--- src/rtl/fir_decim_out_if.sv ---
// Valid/ready sample stream from the FIR output stage toward the DAC/serializer.
interface fir_decim_out_if #(
  parameter int OUT_WIDTH = 16
);
  logic signed [OUT_WIDTH-1:0] data;
  logic                        valid;
  logic                        ready;

  modport master (output data, valid, input ready);
  modport slave  (input data, valid, output ready);
endinterface

--- src/rtl/fir_decim_out.sv ---
// Output stage for the 128-tap sequential FIR: frame tracking, start-up skip,
// decimation, round/saturate to OUT_WIDTH and a first-word-fall-through FIFO.
module fir_decim_out #(
  parameter int WIDTH     = 24,
  parameter int OUT_WIDTH = 16,
  parameter int FRAME     = 128,
  parameter int DECIM     = 4,
  parameter int SKIP      = 1,
  parameter int DEPTH     = 8
) (
  input  logic                         clk,
  input  logic                         rst_n,
  input  logic                         fir_ready,
  input  logic signed [WIDTH-1:0]      fir_sig,
  fir_decim_out_if.master              m,
  output logic [$clog2(DEPTH+1)-1:0]   level,
  output logic                         clip,
  output logic                         overrun,
  input  logic                         clr_ovr
);

  localparam int SH  = WIDTH - OUT_WIDTH;
  localparam int PW  = $clog2(FRAME);
  localparam int AW  = $clog2(DEPTH);
  localparam int LW  = $clog2(DEPTH + 1);
  localparam int SKW = (SKIP < 1) ? 1 : $clog2(SKIP + 1);
  localparam int DCW = (DECIM < 2) ? 1 : $clog2(DECIM);

  localparam logic signed [WIDTH:0] HALF = (WIDTH+1)'(2 ** (SH - 1));
  localparam logic signed [WIDTH:0] MAXV = (WIDTH+1)'(2 ** (OUT_WIDTH - 1) - 1);
  localparam logic signed [WIDTH:0] MINV = (WIDTH+1)'(-(2 ** (OUT_WIDTH - 1)));

  // ---------------- frame phase, mirrors the FIR tap index ----------------
  logic [PW-1:0] ph;
  logic          cap_pend;

  // NOTE: sequential state uses non-blocking assignments so every register
  // samples the pre-edge values of its sources.
  always_ff @(posedge clk or negedge rst_n) begin
    if (!rst_n) begin
      ph       <= PW'(FRAME - 1);
      cap_pend <= 1'b0;
    end else begin
      cap_pend <= fir_ready && (ph == PW'(FRAME - 1));
      if (fir_ready) ph <= ph + 1'b1;  // FRAME is a power of 2, so this wraps to 0
    end
  end

  // ---------------- skip / decimation ----------------
  logic [SKW-1:0] skip_cnt;
  logic [DCW-1:0] dcnt;
  logic           keep;

  assign keep = cap_pend && (skip_cnt == '0) && (dcnt == '0);

  always_ff @(posedge clk or negedge rst_n) begin
    if (!rst_n) begin
      skip_cnt <= SKW'(SKIP);
      dcnt     <= '0;
    end else if (cap_pend) begin
      if (skip_cnt != '0) skip_cnt <= skip_cnt - 1'b1;
      else                dcnt     <= (dcnt == DCW'(DECIM - 1)) ? '0 : dcnt + 1'b1;
    end
  end

  // ---------------- round half-up, then saturate ----------------
  logic signed [WIDTH:0]       ext;
  logic signed [WIDTH:0]       shr;
  logic signed [OUT_WIDTH-1:0] rnd;
  logic                        sat;

  // NOTE: every combinational output gets a default first, so no path leaves
  // a variable unassigned and no latch is inferred.
  always_comb begin
    ext = $signed({fir_sig[WIDTH-1], fir_sig}) + HALF;
    shr = ext >>> SH;
    rnd = shr[OUT_WIDTH-1:0];
    sat = 1'b0;
    if (shr > MAXV) begin
      rnd = MAXV[OUT_WIDTH-1:0];
      sat = 1'b1;
    end else if (shr < MINV) begin
      rnd = MINV[OUT_WIDTH-1:0];
      sat = 1'b1;
    end
  end

  logic                        stg_vld;
  logic                        stg_sat;
  logic signed [OUT_WIDTH-1:0] stg_data;

  always_ff @(posedge clk or negedge rst_n) begin
    if (!rst_n) begin
      stg_vld  <= 1'b0;
      stg_sat  <= 1'b0;
      stg_data <= '0;
    end else begin
      stg_vld <= keep;
      if (keep) begin
        stg_data <= rnd;
        stg_sat  <= sat;
      end
    end
  end

  // ---------------- FIFO ----------------
  logic signed [OUT_WIDTH-1:0] mem [DEPTH];
  logic [AW-1:0]               rd_ptr;
  logic [AW-1:0]               wr_ptr;
  logic signed [OUT_WIDTH-1:0] head;
  logic signed [OUT_WIDTH-1:0] head_nx;
  logic                        empty;
  logic                        full;
  logic                        pop;
  logic                        push;
  logic                        drop;

  assign empty   = (level == '0);
  assign full    = (level == LW'(DEPTH));
  assign pop     = !empty && m.ready;
  assign push    = stg_vld && (!full || pop);
  assign drop    = stg_vld && full && !pop;
  assign m.valid = !empty;
  assign m.data  = head;

  // The head register holds the last word once the FIFO drains.
  always_comb begin
    head_nx = head;
    if (push && (empty || (pop && level == LW'(1)))) head_nx = stg_data;
    else if (pop && level != LW'(1))                  head_nx = mem[rd_ptr + 1'b1];
  end

  // NOTE: the storage array has no reset; only pointers and level define
  // which words are live, so stale contents are never observed.
  always_ff @(posedge clk) begin
    if (push) mem[wr_ptr] <= stg_data;
  end

  always_ff @(posedge clk or negedge rst_n) begin
    if (!rst_n) begin
      rd_ptr  <= '0;
      wr_ptr  <= '0;
      level   <= '0;
      head    <= '0;
      clip    <= 1'b0;
      overrun <= 1'b0;
    end else begin
      if (pop)  rd_ptr <= rd_ptr + 1'b1;
      if (push) wr_ptr <= wr_ptr + 1'b1;
      if (push && !pop)      level <= level + 1'b1;
      else if (pop && !push) level <= level - 1'b1;
      head    <= head_nx;
      clip    <= stg_vld && stg_sat;
      overrun <= (overrun && !clr_ovr) || drop;
    end
  end

endmodule

--- src/flat_wrapper.sv ---
// flat-port wrapper written by rule: the top's interface ports become plain ports
module fir_decim_out_flat 
#(
  parameter int WIDTH     = 24,
  parameter int OUT_WIDTH = 16,
  parameter int FRAME     = 128,
  parameter int DECIM     = 4,
  parameter int SKIP      = 1,
  parameter int DEPTH     = 8
)
  (clk, rst_n, fir_ready, fir_sig, level, clip, overrun, clr_ovr, m_data, m_valid, m_ready);
  fir_decim_out_if #(.OUT_WIDTH(OUT_WIDTH)) m_i ();
  input  logic clk;
  input  logic rst_n;
  input  logic fir_ready;
  input  logic signed [WIDTH-1:0] fir_sig;
  output logic [$clog2(DEPTH+1)-1:0] level;
  output logic clip;
  output logic overrun;
  input  logic clr_ovr;
  output wire logic [$bits(m_i.data)-1:0] m_data;
  output wire logic [$bits(m_i.valid)-1:0] m_valid;
  input wire logic [$bits(m_i.ready)-1:0] m_ready;
  assign m_data = m_i.data;
  assign m_valid = m_i.valid;
  assign m_i.ready = m_ready;
  fir_decim_out #(.WIDTH(WIDTH), .OUT_WIDTH(OUT_WIDTH), .FRAME(FRAME), .DECIM(DECIM), .SKIP(SKIP), .DEPTH(DEPTH)) u_core (.clk(clk), .rst_n(rst_n), .fir_ready(fir_ready), .fir_sig(fir_sig), .m(m_i), .level(level), .clip(clip), .overrun(overrun), .clr_ovr(clr_ovr));
endmodule
--- config.mk ---
export PLATFORM = sky130hd
export DESIGN_NAME = fir_decim_out_flat
export DESIGN_NICKNAME = d
export VERILOG_FILES = /design/src/rtl/fir_decim_out_if.sv /design/src/rtl/fir_decim_out.sv /design/src/flat_wrapper.sv
export SDC_FILE = /design/constraint.sdc
export NUM_CORES = 1
export LEC_CHECK = 0
export CAP_MARGIN = 20
export CORE_MARGIN = 1
export CORE_UTILIZATION = 53
export DETAILED_ROUTE_END_ITERATION = 8
export HOLD_SLACK_MARGIN = 0.02
export PLACE_DENSITY_LB_ADDON = 0.05
export SETUP_SLACK_MARGIN = 0.2
export SLEW_MARGIN = 5
export SYNTH_ARGS = -nofsm -noshare
export SYNTH_HDL_FRONTEND = slang
export SYNTH_SLANG_ARGS = --single-unit
--- constraint.sdc ---
create_clock -name clk -period 3.8 [get_ports clk]
set_input_delay 0.76 -clock clk [delete_from_list [all_inputs] [get_ports clk]]
set_output_delay 0.76 -clock clk [all_outputs]
set_load 0.03 [all_outputs]
==> impl_metrics.tcl, run 1 <==
set metrics [dict create \
    outcome "finished clean" \
    slew_headroom 0.418 \
    synth.largest_area_cell "sky130_fd_sc_hd__edfxtp_1" \
    timing.critical_path.buf_inv 2 \
    synth_flop_cell "sky130_fd_sc_hd__edfxtp_1" \
    fin_skew_ns 0.00843 \
    grt_first_pass_wirelength_mm 23.7 \
    floorplan.initialDensity 0.545 \
    synth_async_reset_ratio 0.308 \
    dr.pass1.iters 4 \
    core_mm2 0.0139 \
    internal_power_uw 4010 \
    worstSetupEndpointType "output port" \
    remaining_drc_errors 0 \
    synthDominantCellAreaShare 0.506 \
    worst-setup-path-type "flop to output port" \
    detail_route.iter0.violations 323 \
    clk_path_buf_depth 2 \
    skew_pair_late_insertion_delay_ns 0.42 \
    yosysWarnings 0 \
    cts_setup_buffers 0 \
    synth.net_count 496 \
    standard_cell_rows 43 \
    maxCapViolations 0 \
    synth.cell_area_mm2 0.00760 \
    crit_path_cell_trace "inv_1, ha_1, nand2_1, clkdlybuf4s50_1" \
    die_w_um 122 \
    max_freq_mhz 351 \
    cts.htree.levels 4 \
    cts-root-buf "sky130_fd_sc_hd__clkbuf_16" \
    drive_above_1_share 0.207 \
    finalSetupTns_ns 0 \
    critical-path-top-delay-family "buffers and inverters" \
    cts-buffers-inserted 17 \
    antenna_left 0 \
    grt_util_all_layers 0.226 \
    detailed_place_hpwl_mm 9.78 \
    io_buffers 44 \
    number_of_antenna_violations_at_the_first_check_in_global_routing 0 \
    finalWeightedCongestion 0.831 \
    first_global_vias 4200 \
    antenna_cells_inserted 0 \
    power_frac_seq 0.425 \
    layout.cell_area.non_filler_mm2 0.00895 \
    wl_mm 15.0 \
    finalHoldViolCount 0 \
    cp-start-kind "flop" \
    share_comb_of_total_power 0.281 \
    net_switching_power_uw 1830 \
    synth_area_leaders "sky130_fd_sc_hd__edfxtp_1 (51%), sky130_fd_sc_hd__dfrtp_1 (16%), sky130_fd_sc_hd__mux4_2 (9.5%), sky130_fd_sc_hd__dfstp_2 (2.8%), sky130_fd_sc_hd__mux2i_1 (2.2%)" \
    cts.sinks 185 \
    final_net_count 564 \
    worst_setup_hold_path_clk_slew_ns 0.07 \
    via_count 4158 \
    worst_ep_required_time_ns 3.04 \
    synth.distinct_cells 48 \
    timing.hold.worst.class "input port to async pin" \
    synth_enable_flop_cells 128 \
    dpl_cell_area_mm2 0.00837 \
    ctsResizeCount 0 \
    cellLeakagePower_uw 0.00291 \
    power_switching_share 0.313 \
    clock_power_share 0.295 \
    synth_seq_area_share 0.695 \
    pin_count_of_the_biggest_net_entering_global_routing 34 \
    netlist_instances 456 \
    flow.area_growth_from_synthesis_pct 17.8 \
    pin_count 52 \
    data_arrival_time_of_the_worst_path_ns 2.09 \
    max-vdd-ir-drop_uv 383 \
    period_utilization 0.750 \
    timing.critical_path.slowest_stage_cell "sky130_fd_sc_hd__clkdlybuf4s50_1" \
    finish.utilization 0.643 \
    die_y_um 122 \
    cp_max_fo 7 \
    power-per-cell-area_mw_per_mm2 652 \
    synth_seq_cells 185 \
    holdBufCountCts 0 \
    final_period_minus_worst_setup_slack_ns 2.85 \
    worst_hold_slack_across_all_endpoints_ns 0.344 \
    grt_setup_unrepaired "no" \
    worst_slew_pin_slew_ns 0.873 \
    die_area_mm2 0.0148 \
    maxSlewViolCount 0 \
    aggregate_global_routing_overflow 0 \
    cts_tree "yes" \
    critPathMaxStageDelay_ns 0.70 \
    dr_wl_cell_um 20.9 \
    drt-vias-per-instance 5.80 \
    synth.avg_cell_area_um2 16.7 \
    setup-violations-final 0 \
]
## path summary, 6_finish.rpt
| path | startpoint | depth (start not counted) | endpoint | slack, ns |
|---|---|---|---|---|
| min | rst_n | 1 | u_core.stg_data[9] | 0.34 |
| max in group asynchronous | rst_n | 3 | u_core.stg_data[4] | 2.44 |
| max reg2reg | u_core.level[0] | 8 | u_core.level[3] | 1.27 |
| min in group clk | u_core.cap_pend | 1 | u_core.skip_cnt | 0.39 |
| max | u_core.level[0] | 4 | m_valid | 0.95 |
| min reg2reg | u_core.cap_pend | 1 | u_core.skip_cnt | 0.39 |
## placed cells by master, fill, tap and decap left out, types with 3 or more instances in the layout
cell type                         netlist  layout
sky130_fd_sc_hd__nand4_1                7       7
sky130_fd_sc_hd__nand2_1               26      26
sky130_fd_sc_hd__o21ai_0               22      22
sky130_fd_sc_hd__dfrtp_1               49      48
sky130_fd_sc_hd__dfstp_2                8       8
sky130_fd_sc_hd__mux4_2                32      32
sky130_fd_sc_hd__nor3_1                 8       6
sky130_fd_sc_hd__inv_6                  0       3
sky130_fd_sc_hd__ha_1                  11      10
sky130_fd_sc_hd__xor2_1                11      10
sky130_fd_sc_hd__inv_1                  6       6
sky130_fd_sc_hd__a31oi_1                9       9
sky130_fd_sc_hd__inv_8                  0       4
sky130_fd_sc_hd__nor2b_1                4       4
sky130_fd_sc_hd__a22oi_1               16      16
sky130_fd_sc_hd__mux2i_1               17      17
sky130_fd_sc_hd__a22o_1                 5       5
sky130_fd_sc_hd__buf_4                  1      21
sky130_fd_sc_hd__xnor2_1               14      14
sky130_fd_sc_hd__nand2b_1               3       3
sky130_fd_sc_hd__clkinv_4               0       3
sky130_fd_sc_hd__a21oi_1                4       4
sky130_fd_sc_hd__clkbuf_16              0      17
sky130_fd_sc_hd__nand3_1                3       3
sky130_fd_sc_hd__nor2_1                26      26
sky130_fd_sc_hd__clkdlybuf4s50_1        0      43
sky130_fd_sc_hd__mux2_2                 3       3
sky130_fd_sc_hd__clkinvlp_4             0       4
sky130_fd_sc_hd__edfxtp_1             128     128
## area by class of cell
cell class / instances / area [µm²]
sequential: 185 / 5280
fill: 1010 / 4980
clock buffer: 17 / 425
inverter: 7 / 26.3
multi-input combinational: 248 / 2240
tap: 180 / 225
timing repair buffer: 65 / 593
clock inverter: 15 / 158
## layer usage
metal	global-route usage	part of all wire	up-vias	wire length, µm
li1	-	-	1911	-
met1	0.303	0.45	2146	6770
met2	0.364	0.50	89	7520
met3	0.0445	0.035	12	518
met4	0.0934	0.011	0	169
met5	0	0	-	0
## registers in the layout (all words and copies together) (netlist names)
signal	count
u_core.ph	7
u_core.m.data	16
u_core.rd_ptr	3
u_core.dcnt	2
u_core.overrun	1
u_core.level	4
u_core.clip	1
u_core.mem	128
u_core.wr_ptr	3
u_core.skip_cnt	1
u_core.stg_data	16
u_core.stg_sat	1
u_core.cap_pend	1
u_core.stg_vld	1
## metrics by stage
stage / total power (µW) / cells / setup slack, ns
2_1_floorplan: 3640 / 456 / 0.694
3_3_place_gp: 4150 / 685 / 0.802
3_5_place_dp: 4180 / 685 / 0.794
4_1_cts: 5900 / 717 / 0.929
5_1_grt: 6110 / 717 / 0.829
6_report: 5840 / 717 / 0.950
## cell families after synthesis
logic type | after synthesis | share of synthesized area
muxes | 52 | 0.122
adders and majority gates | 11 | 0.0181
DFF | 185 | 0.695
AOI/OAI and AO/OA | 66 | 0.0563
xor gates and xnor gates | 25 | 0.0288
buffers and inverters | 23 | 0.0127
and+or+nand+nor | 94 | 0.0678
## synthesized netlist by cell type, types with 2 or more instances
| library cell | instances |
|---|---|
| sky130_fd_sc_hd__xnor2_1 | 14 |
| sky130_fd_sc_hd__nand2b_1 | 3 |
| sky130_fd_sc_hd__nor2_1 | 26 |
| sky130_fd_sc_hd__o21ai_0 | 22 |
| sky130_fd_sc_hd__mux2_2 | 3 |
| sky130_fd_sc_hd__and2_1 | 2 |
| sky130_fd_sc_hd__nand4_1 | 7 |
| sky130_fd_sc_hd__a22o_1 | 5 |
| sky130_fd_sc_hd__nor2b_1 | 4 |
| sky130_fd_sc_hd__a31oi_1 | 9 |
| sky130_fd_sc_hd__a22oi_1 | 16 |
| sky130_fd_sc_hd__mux2i_1 | 17 |
| sky130_fd_sc_hd__dfrtp_1 | 49 |
| sky130_fd_sc_hd__nor4_4 | 2 |
| sky130_fd_sc_hd__mux4_2 | 32 |
| sky130_fd_sc_hd__a21oi_1 | 4 |
| sky130_fd_sc_hd__o21ai_1 | 2 |
| sky130_fd_sc_hd__xor2_1 | 11 |
| sky130_fd_sc_hd__ha_1 | 11 |
| sky130_fd_sc_hd__o22a_1 | 2 |
| sky130_fd_sc_hd__edfxtp_1 | 128 |
| sky130_fd_sc_hd__buf_2 | 5 |
| sky130_fd_sc_hd__nand4_2 | 2 |
| sky130_fd_sc_hd__nor3_1 | 8 |
| sky130_fd_sc_hd__inv_1 | 6 |
| sky130_fd_sc_hd__nand2_1 | 26 |
| sky130_fd_sc_hd__a21oi_2 | 2 |
| sky130_fd_sc_hd__dfstp_2 | 8 |
| sky130_fd_sc_hd__nand3_1 | 3 |
| sky130_fd_sc_hd__clkbuf_1 | 9 |
## worst reg2reg max path: stages (launching register included)
cell	delay, ns
sky130_fd_sc_hd__dfrtp_1	0.47
sky130_fd_sc_hd__inv_1	0.12
sky130_fd_sc_hd__ha_1	0.22
sky130_fd_sc_hd__nor4bb_1	0.39
sky130_fd_sc_hd__nor2b_1	0.20
sky130_fd_sc_hd__ha_1	0.30
sky130_fd_sc_hd__or4_1	0.41
sky130_fd_sc_hd__a21oi_1	0.20
sky130_fd_sc_hd__xor2_1	0.15
## power groups by stage
stage	Sequential (µW)	Clock [µW]	Combinational (µW)
2_1_floorplan	2680	0	953
3_3_place_gp	2510	0	1640
3_5_place_dp	2520	0	1660
4_1_cts	2480	1750	1670
5_1_grt	2510	1830	1770
6_report	2480	1720	1640
(Power assumes the default switching activity.)
==> run 2: changes to the inputs <==
Clock period 3.8 ns to 2.6 ns, I/O delays scaled along.
==> run 2 against run 1 <==
Critical path depth is 2 higher; worst setup slack worse by 0.89 ns; hold slack worse by 0.24 ns; first-iteration DRC count is 16% lower.
==> impl_metrics.tcl, run 2 (synthesis gave the netlist of run 1 again) <==
set metrics [dict create \
    worst_ep_required_time_ns 2.64 \
    internal_power_uw 5910 \
    final_period_minus_worst_setup_slack_ns 2.55 \
    cts_tree "yes" \
    die_area_mm2 0.0148 \
    die_w_um 122 \
    final_net_count 567 \
    r2r-start "u_core.level[0]" \
    clock_power_share 0.286 \
    critPathMaxStageDelay_ns 0.86 \
    finish.utilization 0.651 \
    cts.sinks 185 \
    drive_above_1_share 0.224 \
    drt-vias-per-instance 5.76 \
    dr.pass1.iters 4 \
    grt_util_all_layers 0.224 \
    outcome "finished clean" \
    most_common_library_cell_in_the_layout_ignoring_fill_and_taps "sky130_fd_sc_hd__edfxtp_1" \
    die_y_um 122 \
    pin_count 52 \
    pin_count_of_the_biggest_net_entering_global_routing 36 \
    cp-start-kind "flop" \
    slew_headroom 0.318 \
    cts-buffers-inserted 17 \
    cts-root-buf "sky130_fd_sc_hd__clkbuf_16" \
    timing.hold.worst.class "input port to async pin" \
    worst_r2r_path_depth 6 \
    first_global_vias 4297 \
    aggregate_global_routing_overflow 0 \
    largest_register_ffs 128 \
    dr_wl_cell_um 20.8 \
    period_utilization 0.979 \
    number_of_antenna_violations_at_the_first_check_in_global_routing 0 \
    holdBufCountCts 0 \
    max_freq_mhz 393 \
    crit_path_cell_trace "inv_1, ha_1, nor4bb_4, nor2b_1, nand2_1, nor2_2" \
    maxCapViolations 0 \
    path_depth 6 \
    timing.critical_path.from "u_core.level[0]" \
    setup_ws_post_layout_ns 0.0549 \
    detailed_place_hpwl_mm 9.30 \
    grt_first_pass_wirelength_mm 23.8 \
    finalWeightedCongestion 0.840 \
    share_comb_of_total_power 0.290 \
    net_switching_power_uw 2630 \
    place_ws_ns -0.269 \
    finalSetupTns_ns 0 \
    power_frac_seq 0.423 \
    antenna_left 0 \
    timing.critical_path.slowest_stage_cell "sky130_fd_sc_hd__nor2_2" \
    standard_cell_rows 43 \
    worst_slew_pin_slew_ns 1.02 \
    wl_mm 14.9 \
    most_frequent_cells_in_the_layout "sky130_fd_sc_hd__edfxtp_1 (128), sky130_fd_sc_hd__dfrtp_1 (46), sky130_fd_sc_hd__clkdlybuf4s50_1 (42)" \
    detail_route.iter0.violations 271 \
    finalHoldViolCount 0 \
    core_mm2 0.0139 \
    power-per-cell-area_mw_per_mm2 941 \
    regMostFlops "u_core.mem" \
    remaining_drc_errors 0 \
    max-vdd-ir-drop_uv 875 \
    antenna_cells_inserted 0 \
    worstSetupEndpointType "flop" \
    worst_setup_hold_path_clk_slew_ns 0.06 \
    via_count 4147 \
    critical-path-top-delay-family "simple AND/OR/NAND/NOR gates" \
    setup-violations-final 0 \
    power_switching_share 0.308 \
    io_buffers 44 \
    worst-setup-path-type "flop to flop" \
    cellLeakagePower_uw 0.00293 \
    fin_skew_ns 0.00795 \
    timing.critical_path.buf_inv 1 \
    grt_setup_unrepaired "yes" \
    cts.htree.levels 4 \
    maxSlewViolCount 0 \
    flow.area_growth_from_synthesis_pct 19.4 \
    floorplan.initialDensity 0.545 \
    skew_pair_late_insertion_delay_ns 0.43 \
    cp_max_fo 16 \
    clk_path_buf_depth 2 \
    data_arrival_time_of_the_worst_path_ns 2.59 \
    worst_hold_slack_across_all_endpoints_ns 0.0990 \
]
-- run 2: per-layer routing --
layer,vias up,routed length (µm),share of wire,track usage
li1,1924,-,-,-
met1,2095,6450,0.43,0.306
met2,107,7440,0.50,0.359
met3,21,778,0.052,0.0398
met4,0,274,0.018,0.0903
met5,-,0,0,0
-- run 2: power by group through the flow --
stage,Sequential [µW],Combinational [µW],Clock (µW)
floorplan,3930,1390,0
global placement,3650,2470,0
detailed placement,3670,2500,0
CTS,3610,2500,2490
global route,3650,2660,2600
finish,3610,2480,2440
-- run 2: what timing repair did --
action	in CTS	in global routing
endpoints found under the setup margin	130	76
setup buffers	3	0
pin swaps	2	1
resized for setup	1	6
-- run 2: cell type report --
| class | instances | area [µm²] |
|---|---|---|
| Clock buffer | 19 | 443 |
| Multi-Input combinational cell | 248 | 2310 |
| Timing Repair Buffer | 68 | 663 |
| Inverter | 7 | 26.3 |
| Sequential cell | 185 | 5280 |
| Fill cell | 982 | 4860 |
| Tap cell | 180 | 225 |
| Clock inverter | 13 | 124 |
-- run 2: path summary, 6_finish.rpt --
kind	to	slack, ns
setup / recovery	u_core.mem[7][13]	0.05
hold / removal	u_core.wr_ptr[2]	0.1
setup reg to reg	u_core.mem[7][13]	0.05
hold reg to reg	u_core.skip_cnt	0.38
max in group asynchronous	u_core.skip_cnt	1.82
min in group clk	u_core.skip_cnt	0.38
-- run 2: through the flow --
stage / area [µm²] / instances / total power, µW
6_report: 9070 / 720 / 8540
5_1_grt: 9070 / 720 / 8910
2_1_floorplan: 7640 / 456 / 5320
3_5_place_dp: 8400 / 683 / 6160
4_1_cts: 9010 / 718 / 8600
3_3_place_gp: 8400 / 683 / 6120
-- run 2: worst reg2reg max path: stages (launching register included) --
cell	delay [ns]
sky130_fd_sc_hd__dfrtp_2	0.36
sky130_fd_sc_hd__inv_1	0.06
sky130_fd_sc_hd__ha_1	0.21
sky130_fd_sc_hd__nor4bb_4	0.17
sky130_fd_sc_hd__nor2b_1	0.25
sky130_fd_sc_hd__nand2_1	0.25
sky130_fd_sc_hd__nor2_2	0.86
